===== src/rtl/sc_spi_sclkgen_if.sv =====
// ---------------------------------------------------------------------------
// sc_spi_sclkgen_if
//
// Purpose:
//   Bundles the configuration, control and status signals that pass between
//   the SPI protocol engine and the burst-mode serial clock generator. Only
//   the system clock and reset remain outside this interface.
//
// Signals:
//   CLK_CLKDR  [DIVW-1:0]  divide ratio D (0 and 1 behave as 2)
//   CLK_MODE   [1:0]       SPI mode, bit1 = CPOL, bit0 = CPHA
//   CLK_NBITS  [CNTW-1:0]  pulses per burst N (0 means 2^CNTW)
//   CLK_START              one-cycle burst request
//   CLK_STOP               abort request
//   SPICLK                 registered serial clock
//   LAUNCH                 one-cycle strobe: drive the next MOSI bit
//   SAMPLE                 one-cycle strobe: capture MISO
//   BUSY                   burst in progress
//   DONE                   one-cycle pulse on normal burst completion
//
// Modports:
//   master - the protocol engine side (drives config/control)
//   slave  - the clock generator side (drives SPICLK and strobes)
// ---------------------------------------------------------------------------
interface sc_spi_sclkgen_if #(
    parameter int DIVW = 8,
    parameter int CNTW = 6
);

    logic [DIVW-1:0] CLK_CLKDR;
    logic [1:0]      CLK_MODE;
    logic [CNTW-1:0] CLK_NBITS;
    logic            CLK_START;
    logic            CLK_STOP;

    logic            SPICLK;
    logic            LAUNCH;
    logic            SAMPLE;
    logic            BUSY;
    logic            DONE;

    modport master (
        output CLK_CLKDR,
        output CLK_MODE,
        output CLK_NBITS,
        output CLK_START,
        output CLK_STOP,
        input  SPICLK,
        input  LAUNCH,
        input  SAMPLE,
        input  BUSY,
        input  DONE
    );

    modport slave (
        input  CLK_CLKDR,
        input  CLK_MODE,
        input  CLK_NBITS,
        input  CLK_START,
        input  CLK_STOP,
        output SPICLK,
        output LAUNCH,
        output SAMPLE,
        output BUSY,
        output DONE
    );

endinterface


===== src/rtl/sc_spi_sclkgen.sv =====
// ---------------------------------------------------------------------------
// sc_spi_sclkgen
//
// Purpose:
//   Burst-mode SPI serial clock generator. On an accepted start request it
//   latches the divide ratio, SPI mode and pulse count, then produces exactly
//   N SPICLK pulses with period D source clocks. For every pulse it raises a
//   one-cycle LAUNCH strobe on the edge where the shift register must drive
//   MOSI and a one-cycle SAMPLE strobe on the edge where MISO must be
//   captured, so the downstream shifter never needs its own edge detector.
//   DONE pulses for one cycle when a burst completes normally; an abort via
//   CLK_STOP returns to idle silently.
//
//   Each SPICLK pulse is a leading half of H1 = floor(D/2) cycles at ~CPOL
//   followed by a trailing half of H2 = D - H1 cycles at CPOL. A setup phase
//   of H2 cycles at CPOL precedes the first pulse, giving the MOSI line time
//   to settle before the first edge.
//
// Ports:
//   SRCCLK   system clock, all logic on its rising edge
//   SYSRSTB  asynchronous active-low reset
//   bus      slave side of sc_spi_sclkgen_if (config, control, SPICLK,
//            LAUNCH, SAMPLE, BUSY, DONE)
// ---------------------------------------------------------------------------
module sc_spi_sclkgen #(
    parameter int DIVW = 8,
    parameter int CNTW = 6
) (
    input  logic              SRCCLK,
    input  logic              SYSRSTB,
    sc_spi_sclkgen_if.slave   bus
);

    typedef enum logic [1:0] {
        IDLE  = 2'd0,
        SETUP = 2'd1,
        LEAD  = 2'd2,
        TRAIL = 2'd3
    } state_t;

    state_t          state_q, state_d;

    // Configuration captured at start; the burst runs from these copies.
    logic [DIVW-1:0] div_q, div_d;
    logic [1:0]      mode_q, mode_d;
    logic [CNTW-1:0] nbits_q, nbits_d;

    // Cycles spent in the current phase, starting at 1 on phase entry.
    logic [DIVW-1:0] half_cnt_q, half_cnt_d;

    // Completed pulses; one bit wider than N so a full 2^CNTW burst fits.
    logic [CNTW:0]   pulse_cnt_q, pulse_cnt_d;

    logic            spiclk_q, spiclk_d;
    logic            launch_q, launch_d;
    logic            sample_q, sample_d;
    logic            busy_q, busy_d;
    logic            done_q, done_d;

    logic [DIVW-1:0] div_eff;
    logic [DIVW-1:0] half_lead;
    logic [DIVW-1:0] half_trail;
    logic [CNTW:0]   n_eff;
    logic [CNTW:0]   pulse_next;
    logic            last_pulse;
    logic            cpol;
    logic            cpha;

    // Derived burst geometry from the latched configuration. Ratios below
    // two cannot form a clock with both halves present, so they are raised
    // to two. A zero pulse count stands for the full 2^CNTW burst.
    always_comb begin
        div_eff    = (div_q < DIVW'(2)) ? DIVW'(2) : div_q;
        half_lead  = div_eff >> 1;
        half_trail = div_eff - half_lead;
        n_eff      = (nbits_q == '0) ? {1'b1, {CNTW{1'b0}}} : {1'b0, nbits_q};
        pulse_next = pulse_cnt_q + (CNTW+1)'(1);
        last_pulse = (pulse_next == n_eff);
        cpol       = mode_q[1];
        cpha       = mode_q[0];
    end

    // Next-state and next-output logic. Outputs are computed one cycle ahead
    // and registered, so every strobe lines up with the SPICLK edge it marks.
    always_comb begin
        state_d     = state_q;
        div_d       = div_q;
        mode_d      = mode_q;
        nbits_d     = nbits_q;
        half_cnt_d  = half_cnt_q;
        pulse_cnt_d = pulse_cnt_q;
        spiclk_d    = spiclk_q;
        launch_d    = 1'b0;
        sample_d    = 1'b0;
        busy_d      = busy_q;
        done_d      = 1'b0;

        case (state_q)
            IDLE: begin
                // Idle level tracks the live CPOL input with one cycle of lag.
                spiclk_d    = bus.CLK_MODE[1];
                busy_d      = 1'b0;
                half_cnt_d  = '0;
                pulse_cnt_d = '0;
                if (bus.CLK_START && !bus.CLK_STOP) begin
                    state_d    = SETUP;
                    div_d      = bus.CLK_CLKDR;
                    mode_d     = bus.CLK_MODE;
                    nbits_d    = bus.CLK_NBITS;
                    half_cnt_d = DIVW'(1);
                    busy_d     = 1'b1;
                    // With CPHA = 0 the first bit must be on MOSI before the
                    // first edge, so it is launched at the very start.
                    launch_d   = ~bus.CLK_MODE[0];
                end
            end

            SETUP: begin
                if (half_cnt_q == half_trail) begin
                    state_d    = LEAD;
                    half_cnt_d = DIVW'(1);
                    spiclk_d   = ~cpol;
                    sample_d   = ~cpha;
                    launch_d   = cpha;
                end else begin
                    half_cnt_d = half_cnt_q + DIVW'(1);
                end
            end

            LEAD: begin
                if (half_cnt_q == half_lead) begin
                    state_d    = TRAIL;
                    half_cnt_d = DIVW'(1);
                    spiclk_d   = cpol;
                    sample_d   = cpha;
                    // No bit follows the final pulse, so nothing to launch.
                    launch_d   = ~cpha & ~last_pulse;
                end else begin
                    half_cnt_d = half_cnt_q + DIVW'(1);
                end
            end

            TRAIL: begin
                if (half_cnt_q == half_trail) begin
                    pulse_cnt_d = pulse_next;
                    half_cnt_d  = DIVW'(1);
                    if (last_pulse) begin
                        state_d  = IDLE;
                        spiclk_d = cpol;
                        busy_d   = 1'b0;
                        done_d   = 1'b1;
                    end else begin
                        state_d  = LEAD;
                        spiclk_d = ~cpol;
                        sample_d = ~cpha;
                        launch_d = cpha;
                    end
                end else begin
                    half_cnt_d = half_cnt_q + DIVW'(1);
                end
            end

            default: begin
                state_d = IDLE;
                busy_d  = 1'b0;
            end
        endcase

        // An abort overrides whatever the burst would have done this cycle:
        // park at the latched idle level with no strobes and no DONE.
        if ((state_q != IDLE) && bus.CLK_STOP) begin
            state_d     = IDLE;
            half_cnt_d  = '0;
            pulse_cnt_d = '0;
            spiclk_d    = cpol;
            launch_d    = 1'b0;
            sample_d    = 1'b0;
            busy_d      = 1'b0;
            done_d      = 1'b0;
        end
    end

    // State, latched configuration and registered outputs.
    always_ff @(posedge SRCCLK or negedge SYSRSTB) begin
        if (!SYSRSTB) begin
            state_q     <= IDLE;
            div_q       <= '0;
            mode_q      <= '0;
            nbits_q     <= '0;
            half_cnt_q  <= '0;
            pulse_cnt_q <= '0;
            spiclk_q    <= 1'b0;
            launch_q    <= 1'b0;
            sample_q    <= 1'b0;
            busy_q      <= 1'b0;
            done_q      <= 1'b0;
        end else begin
            state_q     <= state_d;
            div_q       <= div_d;
            mode_q      <= mode_d;
            nbits_q     <= nbits_d;
            half_cnt_q  <= half_cnt_d;
            pulse_cnt_q <= pulse_cnt_d;
            spiclk_q    <= spiclk_d;
            launch_q    <= launch_d;
            sample_q    <= sample_d;
            busy_q      <= busy_d;
            done_q      <= done_d;
        end
    end

    assign bus.SPICLK = spiclk_q;
    assign bus.LAUNCH = launch_q;
    assign bus.SAMPLE = sample_q;
    assign bus.BUSY   = busy_q;
    assign bus.DONE   = done_q;

endmodule


===== src/flat_wrapper.sv =====
// flat-port wrapper written by rule: the top's interface ports become plain ports
module sc_spi_sclkgen_flat 
#(
    parameter int DIVW = 8,
    parameter int CNTW = 6
)
  (SRCCLK, SYSRSTB, bus_CLK_CLKDR, bus_CLK_MODE, bus_CLK_NBITS, bus_CLK_START, bus_CLK_STOP, bus_SPICLK, bus_LAUNCH, bus_SAMPLE, bus_BUSY, bus_DONE);
  sc_spi_sclkgen_if #(.DIVW(DIVW), .CNTW(CNTW)) bus_i ();
  input  logic SRCCLK;
  input  logic SYSRSTB;
  input wire logic [$bits(bus_i.CLK_CLKDR)-1:0] bus_CLK_CLKDR;
  input wire logic [$bits(bus_i.CLK_MODE)-1:0] bus_CLK_MODE;
  input wire logic [$bits(bus_i.CLK_NBITS)-1:0] bus_CLK_NBITS;
  input wire logic [$bits(bus_i.CLK_START)-1:0] bus_CLK_START;
  input wire logic [$bits(bus_i.CLK_STOP)-1:0] bus_CLK_STOP;
  output wire logic [$bits(bus_i.SPICLK)-1:0] bus_SPICLK;
  output wire logic [$bits(bus_i.LAUNCH)-1:0] bus_LAUNCH;
  output wire logic [$bits(bus_i.SAMPLE)-1:0] bus_SAMPLE;
  output wire logic [$bits(bus_i.BUSY)-1:0] bus_BUSY;
  output wire logic [$bits(bus_i.DONE)-1:0] bus_DONE;
  assign bus_i.CLK_CLKDR = bus_CLK_CLKDR;
  assign bus_i.CLK_MODE = bus_CLK_MODE;
  assign bus_i.CLK_NBITS = bus_CLK_NBITS;
  assign bus_i.CLK_START = bus_CLK_START;
  assign bus_i.CLK_STOP = bus_CLK_STOP;
  assign bus_SPICLK = bus_i.SPICLK;
  assign bus_LAUNCH = bus_i.LAUNCH;
  assign bus_SAMPLE = bus_i.SAMPLE;
  assign bus_BUSY = bus_i.BUSY;
  assign bus_DONE = bus_i.DONE;
  sc_spi_sclkgen #(.DIVW(DIVW), .CNTW(CNTW)) u_core (.SRCCLK(SRCCLK), .SYSRSTB(SYSRSTB), .bus(bus_i));
endmodule

===== config.mk =====
export PLATFORM = sky130hd
export DESIGN_NAME = sc_spi_sclkgen_flat
export DESIGN_NICKNAME = d
export VERILOG_FILES = /design/src/rtl/sc_spi_sclkgen_if.sv /design/src/rtl/sc_spi_sclkgen.sv /design/src/flat_wrapper.sv
export SDC_FILE = /design/constraint.sdc
export NUM_CORES = 1
export LEC_CHECK = 0
export CAP_MARGIN = 40
export CORE_ASPECT_RATIO = 0.7
export CORE_UTILIZATION = 58
export DETAILED_ROUTE_END_ITERATION = 10
export GPL_TIMING_DRIVEN = 0
export PLACE_DENSITY = 0.85
export SETUP_SLACK_MARGIN = 0.2
export SLEW_MARGIN = 15
export SYNTH_ARGS = -nofsm -noshare
export SYNTH_HDL_FRONTEND = slang
export SYNTH_SLANG_ARGS = --single-unit

===== constraint.sdc =====
create_clock -name SRCCLK -period 5.07 [get_ports SRCCLK]
set_input_delay 1.014 -clock SRCCLK [delete_from_list [all_inputs] [get_ports SRCCLK]]
set_output_delay 1.014 -clock SRCCLK [all_outputs]
set_load 0.02 [all_outputs]

### After elaboration in Yosys (flattened, before gate mapping)

Cells that the tools add are included.

* flip-flop bits (word level): 38
* input bits: 20
* output and inout bits: 5
* logic and storage cells: 89

* add/sub/neg operators: 3
* order comparisons: 1
* equality and inequality tests: 11
* muxes and demuxes: 45
* bitwise gates (word level): 5
* reduce and logical (&&, ||, !) cells: 13

Operators by type and width (number)
* 8-bit two-way mux: 4
* 1-bit two-way mux: 25
* 8-bit case mux with 3 select lines: 1
* 7-bit two-way mux: 3
* 3-bit by 1-bit != test with 1-bit output (second input constant): 5
* 7-bit case mux with 2 select lines: 1
* 2-bit two-way mux: 6
* 8-bit by 1-bit adder with 8-bit output (second input constant): 1
* 8-bit by 7-bit equality test with 1-bit output: 1
* 8-bit equality test: 1
* 8-bit by 2-bit < comparator with 1-bit output (second input constant): 1
* 1-bit case mux with 4 select lines: 2
* 2-bit case mux with 4 select lines: 1
* 8-bit by 7-bit subtractor with 8-bit output: 1
* 7-bit by 1-bit adder with 7-bit output (second input constant): 1
* 7-bit equality test: 1
* 6-bit zero test: 1
* 3-bit AND reduction: 2
* 2-bit equality test (second input constant): 2
* 1-bit NOT: 4
* 2-bit AND reduction: 2
* 4-bit AND reduction: 1
* 1-bit case mux with 3 select lines: 1
* 3-bit nonzero test: 1
* other kinds (8): 9

### Logic depth before layout (Yosys ltp)

Gate-level depths: netlist of run 1.

* word-level depth: 8
* mapped depth: 15
* depth with buffers taken out: 15

### Worst setup path before layout of run 1

OpenSTA, ideal clock, no wires.

* kind: register to register
* start point: reg u_core.div_q[7]
* end point: reg u_core.state_q[0]
* setup time: 0.087 ns
* arrival time: 4.127 ns
* data required time: 4.983 ns
* setup slack: 0.857 ns
* cell stages (with the launch flop): 16
* path buffers: 0
* period minus slack after synthesis: 4.213 ns
* path through: dfrtp_1 inv_1 ha_1 nor4b_1 nand2_1 nand2_1 ha_1 inv_1 fa_1 xnor2_1 xnor2_1 or4_4 or4b_4 o31ai_4 or3b_1 o211ai_1

* cells in the longest elaborated chain, start to end: 6
* elaborated cells on any way between the ends: 9
* classes of those cells: add/sub: 1; order compare: 1; eq/ne: 5; mux: 1; reduce/logical: 1

Ends and longest elaborated chain
* start: declaration: line sc_spi_sclkgen.sv:44 `logic [DIVW-1:0] div_q, div_d;`
* start signal: assignment: line sc_spi_sclkgen.sv:199 `div_q <= div_d;`
* 8-bit by 2-bit < comparator with 1-bit output: line sc_spi_sclkgen.sv:73 `div_eff = (div_q < DIVW'(2)) ? DIVW'(2) : div_q;`
* 8-bit two-way mux (*): line sc_spi_sclkgen.sv:73
* 8-bit by 7-bit subtractor with 8-bit output: line sc_spi_sclkgen.sv:75 `half_trail = div_eff - half_lead;`
* 8-bit equality test: line sc_spi_sclkgen.sv:119, sc_spi_sclkgen.sv:144
* 3-bit by 1-bit != test with 1-bit output (no line)
* 4-bit AND reduction (no line) (*)
* end signal: assignment: line sc_spi_sclkgen.sv:198 `state_q <= state_d;`
* end: declaration: line sc_spi_sclkgen.sv:41 `state_t state_q, state_d;`

Mark *: on every way between the ends. The rest lies on a longest branch, timed or not.
A chain may end at the register's enable or synchronous reset.

### Final worst setup path of run 1

* start point: reg u_core.div_q[6]
* end point: reg u_core.half_cnt_q[6]

* cells in the longest elaborated chain, start to end: 7
* elaborated cells on any way between the ends: 9
* classes of those cells: add/sub: 1; order compare: 1; eq/ne: 2; mux: 5

Ends and longest elaborated chain
* 8-bit by 2-bit < comparator with 1-bit output: line sc_spi_sclkgen.sv:73
* 8-bit two-way mux (*): line sc_spi_sclkgen.sv:73
* 8-bit by 7-bit subtractor with 8-bit output: line sc_spi_sclkgen.sv:75
* 8-bit equality test: line sc_spi_sclkgen.sv:119, sc_spi_sclkgen.sv:144
* 8-bit two-way mux: line sc_spi_sclkgen.sv:119, sc_spi_sclkgen.sv:144
* 8-bit case mux with 3 select lines (*): line sc_spi_sclkgen.sv:98 `case (state_q)`
* 8-bit two-way mux (*): line sc_spi_sclkgen.sv:171 `if ((state_q != IDLE) && bus.CLK_STOP) begin`
* via u_core.half_cnt_d[6]: line sc_spi_sclkgen.sv:49 `logic [DIVW-1:0] half_cnt_q, half_cnt_d;`
* end signal: assignment: line sc_spi_sclkgen.sv:202 `half_cnt_q <= half_cnt_d;`
* end: declaration: line sc_spi_sclkgen.sv:49

The timed path passes the listed nets; every way through them passes the cells marked *.

==> summary.md, run 1 <==
| Metric | Value |
|---|---|
| Clock root buffer | clkbuf_8 |
| Share of flip-flops with an asynchronous set or reset | 1.00 |
| DR WL/cell | ~17 um |
| Max Clk Rate | between 200 and 250 MHz |
| Worst-path clk slew | 0.07 ns |
| Ports | 25 |
| VDD IR max | between 0.3 and 0.4 mV |
| Initial antenna violation count | 0 |
| DP Wirelength | slightly above 5000 um |
| Count of final setup violators | 0 |
| Finished Layout Cells | 400 |
| Post-route DRC violation count | 0 |
| Hold_buf cts | 0 |
| CP max FO | 7 |
| Static leakage | around 0.0014 uW |
| Max-slew violations | 0 |
| CTS Sinks | 38 |
| Post-synthesis sequential area ratio | 0.337 |
| Routed via count | 2,560 |
| RSZ-0062 raised after global routing | false |
| Core area | 0.00450 mm2 |
| Yosys reg bits | 38 |
| Die Footprint | just over 0.005 mm2 |
| Syn Std Cell Area | between 0.002 and 0.003 mm2 |
| Syn_nets | 349 |
| Final Util | 0.718 |
| Area leader, netlist | dfrtp_1 |
| Worst slew margin | 0.573 |
| PortBufs | 24 |
| 1st-pass router iterations | 5 |
| Pwr/cell area | roughly 630 mW/mm2 |
| Final Hold Fails | 0 |
| Layout Skew | between 0.007 and 0.008 ns |
| Syn Inst Count | roughly 310 |
| Num CTS Buffers | 5 |
| Setup Buffers After CTS | 0 |
| Initial Utilization | 0.627 |
| Hold crit path type | reg2reg |
| Hold WS | roughly 0.52 ns |
| Overall Power | slightly above 2000 uW |
| CTS tree | yes |
| Routed wire length | 6900 um |
| Clock Path Buffers | 2 |
| DRT antenna net count | 0 |
| Final Critical Period | between 4 and 5 ns |
| Number of synthesized flops with an enable pin | 0 |
| Worst-skew pair later-pin latency | a little under 0.3 ns |
| Mean Syn Cell Area | 9.02 um2 |
| WS Path Type | reg2reg |
| Filler cells | about 340 |
| Die Wd | about 85 um |
| Critical Path Sink Type | flop |
| Synth cell types | between 50 and 60 |
| Ys Warns | 0 |
| Slew @ Worst Pin | roughly 0.64 ns |
| WP data arrival | approximately 4.8 ns |
| Synth top cells by count | dfrtp_1, nand2_1, a21oi_1, nor2_1, inv_1 |
| Max Cap Violations | 0 |
| GR Overflow Total | 0 |
| Status | finished clean |
| Die height | 60.4 um |
| Setup TNS | 0 ns |
| Startpoint types | flop |
| Initial DRC Count | around 190 |
| Vias in the first global route | roughly 2,300 |
| Count leader, synth | dfrtp_1 |
| Final Cycle Share | 0.907 |
| GRT Total Usage | 0.292 |
| Final Wtd Congestion | between 0.8 and 0.9 |
| Htree depth | 2 |
| Placed cell count | between 300 and 400 |
| Pin count of the biggest net entering global routing | 35 |
| Post-cts resize count | 0 |
| Reg2reg setup slack | 0.47 ns |
| Vias/cell | around 6.4 |
| Final nets | ~380 |
| Share of the synthesized area in the top cell type | 0.337 |
| Site Rows | 20 |
| CP required | 5.25 ns |
| P&R area growth vs syn | 14.5% |
| First-pass GRT wire length | 11,400 um |
| Ys flop type | dfrtp_1 |
| Share of layout cells above drive strength 1 | 0.104 |
| Largest cells by area after synthesis | dfrtp_1, mux2_2, ha_1, xnor2_1, xor2_1 |
| Diode count | 0 |
cell usage in the layout, fill, tap and decap left out, drive strengths merged, types with 17 or more instances in the layout:
| master | count |
|---|---|
| a21oi | 20 |
| clkbuf | 19 |
| clkdlybuf4s50 | 23 |
| dfrtp | 38 |
| inv | 18 |
| mux2 | 17 |
| nand2 | 27 |
| nor2 | 20 |
| xnor2 | 17 |
sequential cells by signal, indices dropped and copies added (netlist names):
| register | cells |
|---|---|
| u_core.bus.BUSY | 1 |
| u_core.bus.DONE | 1 |
| u_core.bus.LAUNCH | 1 |
| u_core.bus.SAMPLE | 1 |
| u_core.bus.SPICLK | 1 |
| u_core.div_q | 8 |
| u_core.half_cnt_q | 8 |
| u_core.mode_q | 2 |
| u_core.nbits_q | 6 |
| u_core.pulse_cnt_q | 7 |
| u_core.state_q | 2 |
routing by layer:
layer  vias up  GRT usage  part of all wire
li1       1184          -                 -
met1      1228      0.439              0.47
met2       139      0.446              0.43
met3         9     0.0571             0.095
met4         0     0.0619            0.0074
met5         -          0                 0
power breakdown:
group	total, uW	switching (uW)	internal, uW
registers	509	117	392
clock network	201	109	92.4
logic	1320	774	546
total	2030	1000	1030
worst paths after layout:
path | startpoint | to | cells past startpoint
max reg2reg | u_core.div_q[6] | u_core.half_cnt_q[6] | 15
min | u_core.div_q[0] | u_core.div_q[0] | 1
max in group asynchronous | SYSRSTB | u_core.bus.DONE | 2
max | u_core.div_q[6] | u_core.half_cnt_q[6] | 15
min reg2reg | u_core.div_q[0] | u_core.div_q[0] | 1
min in group asynchronous | SYSRSTB | u_core.div_q[7] | 1
layout make-up:
cell class                      instances  area [um2]  share of cell area
Clock buffer                            5        68.8              0.0213
Timing Repair Buffer                   25         255              0.0790
Tap cell                               55        68.8              0.0213
Inverter                               18        67.6              0.0209
Multi-Input combinational cell        243        1760               0.544
Sequential cell                        38         951               0.294
Clock inverter                          2        10.0             0.00310
Buffer                                 14        52.6              0.0163
worst max-delay path, stage by stage, from the launching register on:
cell and delay [ns]:
dfrtp_1 0.45, inv_1 0.09, ha_1 0.13, nor4b_2 0.34
nand2_1 0.19, nand2_1 0.20, ha_1 0.19, inv_1 0.05
fa_1 0.45, xnor2_1 0.32, xnor2_1 0.11, or4_4 0.54
or4b_4 0.57, o31ai_4 0.38, a21oi_1 0.23, and2_1 0.23
stage by stage:
stage	instance area (um2)	worst slack (ns)
floorplan	2820	0.857
detailed placement	3150	0.389
CTS	3230	0.344
global route	3230	0.259
global placement	3130	0.464
finish	3230	0.469
cells by family after synthesis:
| logic type | after synthesis | share of synthesized area |
|---|---|---|
| simple gates | 114 | 0.220 |
| compound gates | 64 | 0.154 |
| flops | 38 | 0.337 |
| buf+inv | 32 | 0.0426 |
| xor+xnor | 30 | 0.0980 |
| mux | 19 | 0.0749 |
| fa+ha+maj | 16 | 0.0736 |
Power figures use the tool's default switching activity.
==> run 2: changes to the inputs <==
--- a/config.mk
+++ b/config.mk
@@ -10,6 +10,7 @@
 export CORE_UTILIZATION = 58
 export DETAILED_ROUTE_END_ITERATION = 10
 export GPL_TIMING_DRIVEN = 0
+export HOLD_SLACK_MARGIN = 0.02
 export PLACE_DENSITY = 0.85
 export SETUP_SLACK_MARGIN = 0.2
 export SLEW_MARGIN = 15
==> results of run 2 <==
The final DEF is identical to that of run 1; final timing and power are the same.
==> run 3: changes to the inputs <==
--- a/config.mk
+++ b/config.mk
@@ -5,7 +5,7 @@
 export SDC_FILE = /design/constraint.sdc
 export NUM_CORES = 1
 export LEC_CHECK = 0
-export CAP_MARGIN = 40
+export CAP_MARGIN = 25
 export CORE_ASPECT_RATIO = 0.7
 export CORE_UTILIZATION = 58
 export DETAILED_ROUTE_END_ITERATION = 10
==> results of run 3 <==
The final DEF is identical to that of run 1; final timing and power are the same.
